### src/rtl/vedic_mul_pipe.sv
// Three-stage pipelined Urdhva-Tiryagbhyam multiplier with signed/unsigned mode
// and a valid/ready handshake; a stall freezes every stage including the output.

module vedic_core #(
  parameter int W = 4
) (
  input  logic [W-1:0]   x,
  input  logic [W-1:0]   y,
  output logic [2*W-1:0] p
);

  generate
    if (W == 2) begin : g_leaf
      logic c;
      assign c = x[1] & y[0] & x[0] & y[1];
      assign p = {x[1] & y[1] & c, (x[1] & y[1]) ^ c,
                  (x[1] & y[0]) ^ (x[0] & y[1]), x[0] & y[0]};
    end else begin : g_rec
      localparam int M = W / 2;
      logic [W-1:0]   hh, hl, lh, ll;
      logic [2*W-1:0] mid;

      vedic_core #(.W(M)) u_hh (.x(x[W-1:M]), .y(y[W-1:M]), .p(hh));
      vedic_core #(.W(M)) u_hl (.x(x[W-1:M]), .y(y[M-1:0]), .p(hl));
      vedic_core #(.W(M)) u_lh (.x(x[M-1:0]), .y(y[W-1:M]), .p(lh));
      vedic_core #(.W(M)) u_ll (.x(x[M-1:0]), .y(y[M-1:0]), .p(ll));

      // {hh, ll} is hh<<W plus ll because ll never exceeds W bits
      assign mid = ({{W{1'b0}}, hl} + {{W{1'b0}}, lh}) << M;
      assign p   = {hh, ll} + mid;
    end
  endgenerate

endmodule

module vedic_mul_pipe #(
  parameter int WIDTH = 8
) (
  input  logic               clk,
  input  logic               rst,
  input  logic               in_valid,
  output logic               in_ready,
  input  logic [WIDTH-1:0]   a,
  input  logic [WIDTH-1:0]   b,
  input  logic               sgn,
  output logic               out_valid,
  input  logic               out_ready,
  output logic [2*WIDTH-1:0] s
);

  localparam int H = WIDTH / 2;

  logic               stall;
  logic [WIDTH-1:0]   mag_a, mag_b;
  logic [WIDTH-1:0]   a1, b1;
  logic               neg1, v1;
  logic [WIDTH-1:0]   pp_hh, pp_hl, pp_lh, pp_ll;
  logic [WIDTH-1:0]   hh2, hl2, lh2, ll2;
  logic               neg2, v2;
  logic [2*WIDTH-1:0] mid3, p3, res3;

  assign stall    = out_valid && !out_ready;
  assign in_ready = !rst && !stall;

  // magnitude of -2^(W-1) is 2^(W-1), which still fits as unsigned
  always_comb begin
    mag_a = a;
    mag_b = b;
    if (sgn && a[WIDTH-1]) mag_a = ~a + {{(WIDTH-1){1'b0}}, 1'b1};
    if (sgn && b[WIDTH-1]) mag_b = ~b + {{(WIDTH-1){1'b0}}, 1'b1};
  end

  always_ff @(posedge clk) begin
    if (rst) begin
      a1   <= '0;
      b1   <= '0;
      neg1 <= 1'b0;
      v1   <= 1'b0;
    end else if (!stall) begin
      a1   <= mag_a;
      b1   <= mag_b;
      neg1 <= sgn && (a[WIDTH-1] ^ b[WIDTH-1]);
      v1   <= in_valid && in_ready;
    end
  end

  vedic_core #(.W(H)) u_hh (.x(a1[WIDTH-1:H]), .y(b1[WIDTH-1:H]), .p(pp_hh));
  vedic_core #(.W(H)) u_hl (.x(a1[WIDTH-1:H]), .y(b1[H-1:0]),     .p(pp_hl));
  vedic_core #(.W(H)) u_lh (.x(a1[H-1:0]),     .y(b1[WIDTH-1:H]), .p(pp_lh));
  vedic_core #(.W(H)) u_ll (.x(a1[H-1:0]),     .y(b1[H-1:0]),     .p(pp_ll));

  always_ff @(posedge clk) begin
    if (rst) begin
      hh2  <= '0;
      hl2  <= '0;
      lh2  <= '0;
      ll2  <= '0;
      neg2 <= 1'b0;
      v2   <= 1'b0;
    end else if (!stall) begin
      hh2  <= pp_hh;
      hl2  <= pp_hl;
      lh2  <= pp_lh;
      ll2  <= pp_ll;
      neg2 <= neg1;
      v2   <= v1;
    end
  end

  assign mid3 = ({{WIDTH{1'b0}}, hl2} + {{WIDTH{1'b0}}, lh2}) << H;
  assign p3   = {hh2, ll2} + mid3;
  assign res3 = neg2 ? (~p3 + {{(2*WIDTH-1){1'b0}}, 1'b1}) : p3;

  // s only moves when a real product arrives; bubbles leave it untouched
  always_ff @(posedge clk) begin
    if (rst) begin
      out_valid <= 1'b0;
      s         <= '0;
    end else if (!stall) begin
      out_valid <= v2;
      if (v2) s <= res3;
    end
  end

endmodule
### config.mk
export PLATFORM = sky130hd
export DESIGN_NAME = vedic_mul_pipe
export DESIGN_NICKNAME = d
export VERILOG_FILES = /design/src/rtl/vedic_mul_pipe.sv
export SDC_FILE = /design/constraint.sdc
export NUM_CORES = 1
export LEC_CHECK = 0
export ABC_CLOCK_PERIOD_IN_PS = 4200
export BUFFER_PORTS_ARGS = -buffer_cell sky130_fd_sc_hd__buf_4
export CAP_MARGIN = 20
export CORE_MARGIN = 8
export CORE_UTILIZATION = 55
export DETAILED_ROUTE_END_ITERATION = 8
export PLACE_DENSITY = 0.75
export SYNTH_ARGS = -nofsm -noshare
export SYNTH_HDL_FRONTEND = slang
export SYNTH_HIERARCHICAL = 1
export SYNTH_SLANG_ARGS = --single-unit
### constraint.sdc
create_clock -name clk -period 4.2 [get_ports clk]
set_input_delay 0.21 -clock clk [delete_from_list [all_inputs] [get_ports clk]]
set_output_delay 0.21 -clock clk [all_outputs]
set_load 0.02 [all_outputs]
==> impl_metrics.yaml <==
timing:
  setup_violations: 0
  hold_viol: 0
  tightest_slew_ns: 0.757
  setup_tns_ns: 0
  timing.final.crit_share: 0.925
  rsz0062_at_grt: "no"
  clock.fmax_mhz: 258
  finClkSkew_ns: 0.00518
  worst_slack_ns: 0.317
  min_period_ns: 3.88
  report.final.slew_viol_count: 0
  worst_slew_margin_rel: 0.495
flow_run:
  max_cap_viol_count: 0
clock_tree:
  cts-buffers-inserted: 9
  clockBufferDepth: 2
  root_buffer: "clkbuf_8"
  h-tree-depth: 3
  clk_latency_ns: 0.35
  clkTransAtPathRegs_ns: 0.08
  post-cts-setup-buffers: 0
  cts_tree: "built"
  clock-sinks: 69
route:
  wl_mm: 12.5
  vias_per_cell: 5.54
  drt-pass1-iter-count: 4
  drt_drc_violations_left: 0
  drt-initial-drc-count: 192
  avgRoutedWirePerCell_um: 14.0
  vias: 4953
  drt.antenna.violating_nets: 0
placed_design:
  place.gp.congestion: 0.904
  pre_cts_slack_ns: 0.197
  dp_cells: 879
  dp_hpwl_mm: 9.51
  portBuffers: 38
synthesis:
  synthCells: 729
  avgSynthCellArea_sq_um: 8.03
  ys_seq_area_frac: 0.236
  ys_ff_latch: 69
  synthFlopType: "dfxtp_1"
  synth_fp_nets: 834
  netlist_area_sq_um: 5860
  synthesis.yosys.warnings: 6
  yosysUniqueCellTypes: 55
  synth_edf_count: 0
  async_reset_ff_frac: 0
critical_path:
  cp_common_cell: "a21oi_1"
  crit_fanout: 6
  end_kind: "register"
  critPathLaunchType: "register"
  cp_slowest_cell: "or3b_1"
  slowest_delay_ns: 0.44
  path_cells: "ha_1, inv_1, fa_1, inv_1, a21oi_1, o21bai_1, a21oi_1, nor2b_1, nor2_1, xnor2_1, ha_1, or3_1, a21oi_1, o21bai_4, xor2_2, or3b_1, nor4_2, mux2i_1, o21ai_1"
  arrival_ns: 4.10
  path_class: "register to register"
  crit_required_ns: 4.42
cells_and_area:
  area_growth_pct: 9.96
  antenna-diode-count: 0
  drive_gt1_frac: 0.127
  nNetsFinal: 859
  post_layout_nonfiller_instances: 894
global_routing:
  grt_pass1_vias: 4945
  grt-ovfl-total: 0
  grt_pass1_wl_mm: 21.6
  grt_max_degree: 74
  antenna_found_initial: 0
  grt_use_total: 0.177
floorplanning:
  fp.coreArea_sq_um: 10300
  ios: 39
  dieArea_sq_um: 14200
  die_y_um: 119
  row_count: 37
  fp.dieW_um: 119
  initial_core_util: 0.567
power:
  p_leak_uw: 0.00301
  p_per_area_nw_per_um2: 256
  ir_drop_uv: 147
hold_path:
  worstHoldPathType: "input pin to register"
status:
  status: "finished, final reports clean"
## sequential cells by signal, summed over array words and instances, names as in the netlist
name and flops:
ll2 8, hl2 8, hh2 8, b1 8, s 16, neg2 1, a1 8, v2 1
out_valid 1, v1 1, lh2 8, neg1 1
## stage by stage
stage	instance area [sq um]	util	total power, uW	hold slack, ns
floorplan	5860	-	1000	0.350
finish	6440	0.624	1650	0.117
global route	6440	0.624	1740	0.120
detailed placement	6230	0.604	1100	0.449
global placement	6230	0.604	1090	0.440
CTS	6430	0.623	1660	0.104
## cell usage in the layout, fill, tap and decap left out, drive strengths merged, types with 3 or more instances in the layout
master,count
a211oi,23
a21o,24
a21oi,72
a311oi,6
and2,49
buf,40
clkbuf,10
clkinvlp,3
dfxtp,69
fa,10
ha,74
inv,34
nand2,131
nand2b,3
nand3,10
nand4,3
nor2,43
nor2b,5
nor3,6
o211ai,4
o21ai,21
o21bai,7
o31ai,7
or3,7
xnor2,33
xor2,38
## synth_stat cells, drive strengths merged, types with 2 or more instances
| cell | instances | area, sq um |
|---|---|---|
| o211a | 2 | 20.0 |
| nand3 | 10 | 50.1 |
| a21o | 24 | 185 |
| dfxtp | 69 | 1380 |
| nand4 | 3 | 18.8 |
| o211ai | 4 | 30.0 |
| o21a | 2 | 15.0 |
| and2 | 49 | 347 |
| nand2b | 3 | 18.8 |
| a311oi | 6 | 52.6 |
| inv | 34 | 128 |
| o31ai | 7 | 71.3 |
| or3 | 7 | 53.8 |
| ha | 74 | 926 |
| clkbuf | 26 | 97.6 |
| nor3 | 6 | 30.0 |
| o21bai | 7 | 63.8 |
| nor2 | 43 | 164 |
| fa | 10 | 200 |
| o21ai | 21 | 105 |
| a21oi | 72 | 375 |
| nand2 | 131 | 492 |
| a211oi | 23 | 205 |
| a31oi | 2 | 12.5 |
| xor2 | 38 | 340 |
| nor2b | 5 | 31.3 |
| mux2i | 2 | 20.0 |
| or4b | 2 | 20.0 |
| xnor2 | 33 | 289 |
## path summary, 6_finish.rpt
kind	from	end	slack, ns	cells past startpoint
setup / recovery	hl2[0]$_SDFFE_PP0N_	s[14]$_SDFFE_PP0P_	0.32	19
hold / removal	in_valid	v1$_SDFFE_PP0N_	0.12	3
setup reg to reg	hl2[0]$_SDFFE_PP0N_	s[14]$_SDFFE_PP0P_	0.32	19
hold reg to reg	s[9]$_SDFFE_PP0P_	s[9]$_SDFFE_PP0P_	0.46	2
## power breakdown
| group | internal, uW | switching, uW | leakage [uW] |
|---|---|---|---|
| Combinational | 156 | 201 | 0.00236 |
| Sequential | 688 | 48.7 | 0.000564 |
| Clock | 288 | 271 | 0.0000906 |
| Total | 1130 | 521 | 0.00301 |
## cells by family after synthesis
| group | Yosys count | share of synthesized area |
|---|---|---|
| simple gates | 267 | 0.220 |
| flops | 69 | 0.236 |
| fa+ha+maj | 84 | 0.192 |
| xor+xnor | 71 | 0.107 |
| compound gates | 176 | 0.203 |
| buf+inv | 60 | 0.0385 |
| mux | 2 | 0.00342 |
## cell type report
class	instances	area, sq um
fill	919	3880
clock buffer	10	138
clock inverter	5	61.3
inverter	34	128
tap	136	170
multi-input combinational	600	4260
timing repair buffer	40	300
sequential	69	1380
## critical path, delay by kind of cell (launching register included)
family          cells  cell delay, ns
flops               1            0.35
buf+inv             2            0.13
fa+ha+maj           3            0.83
mux                 1            0.21
xor+xnor            2            0.32
compound gates      6            0.72
simple gates        5            1.19
## layer usage
metal / routed length (um) / part of all wire / GRT usage
met3: 442 / 0.035 / 0.0321
met5: 0 / 0 / 0
met4: 271 / 0.022 / 0.0751
met2: 6200 / 0.49 / 0.322
met1: 5630 / 0.45 / 0.199
## repair_timing
| action | in CTS | in global routing |
|---|---|---|
| gates resized for setup | 0 | 1 |
| setup endpoints to repair | 0 | 1 |
| hold buffers | 0 | 0 |
Note: power is estimated with default switching activity, not from simulation.
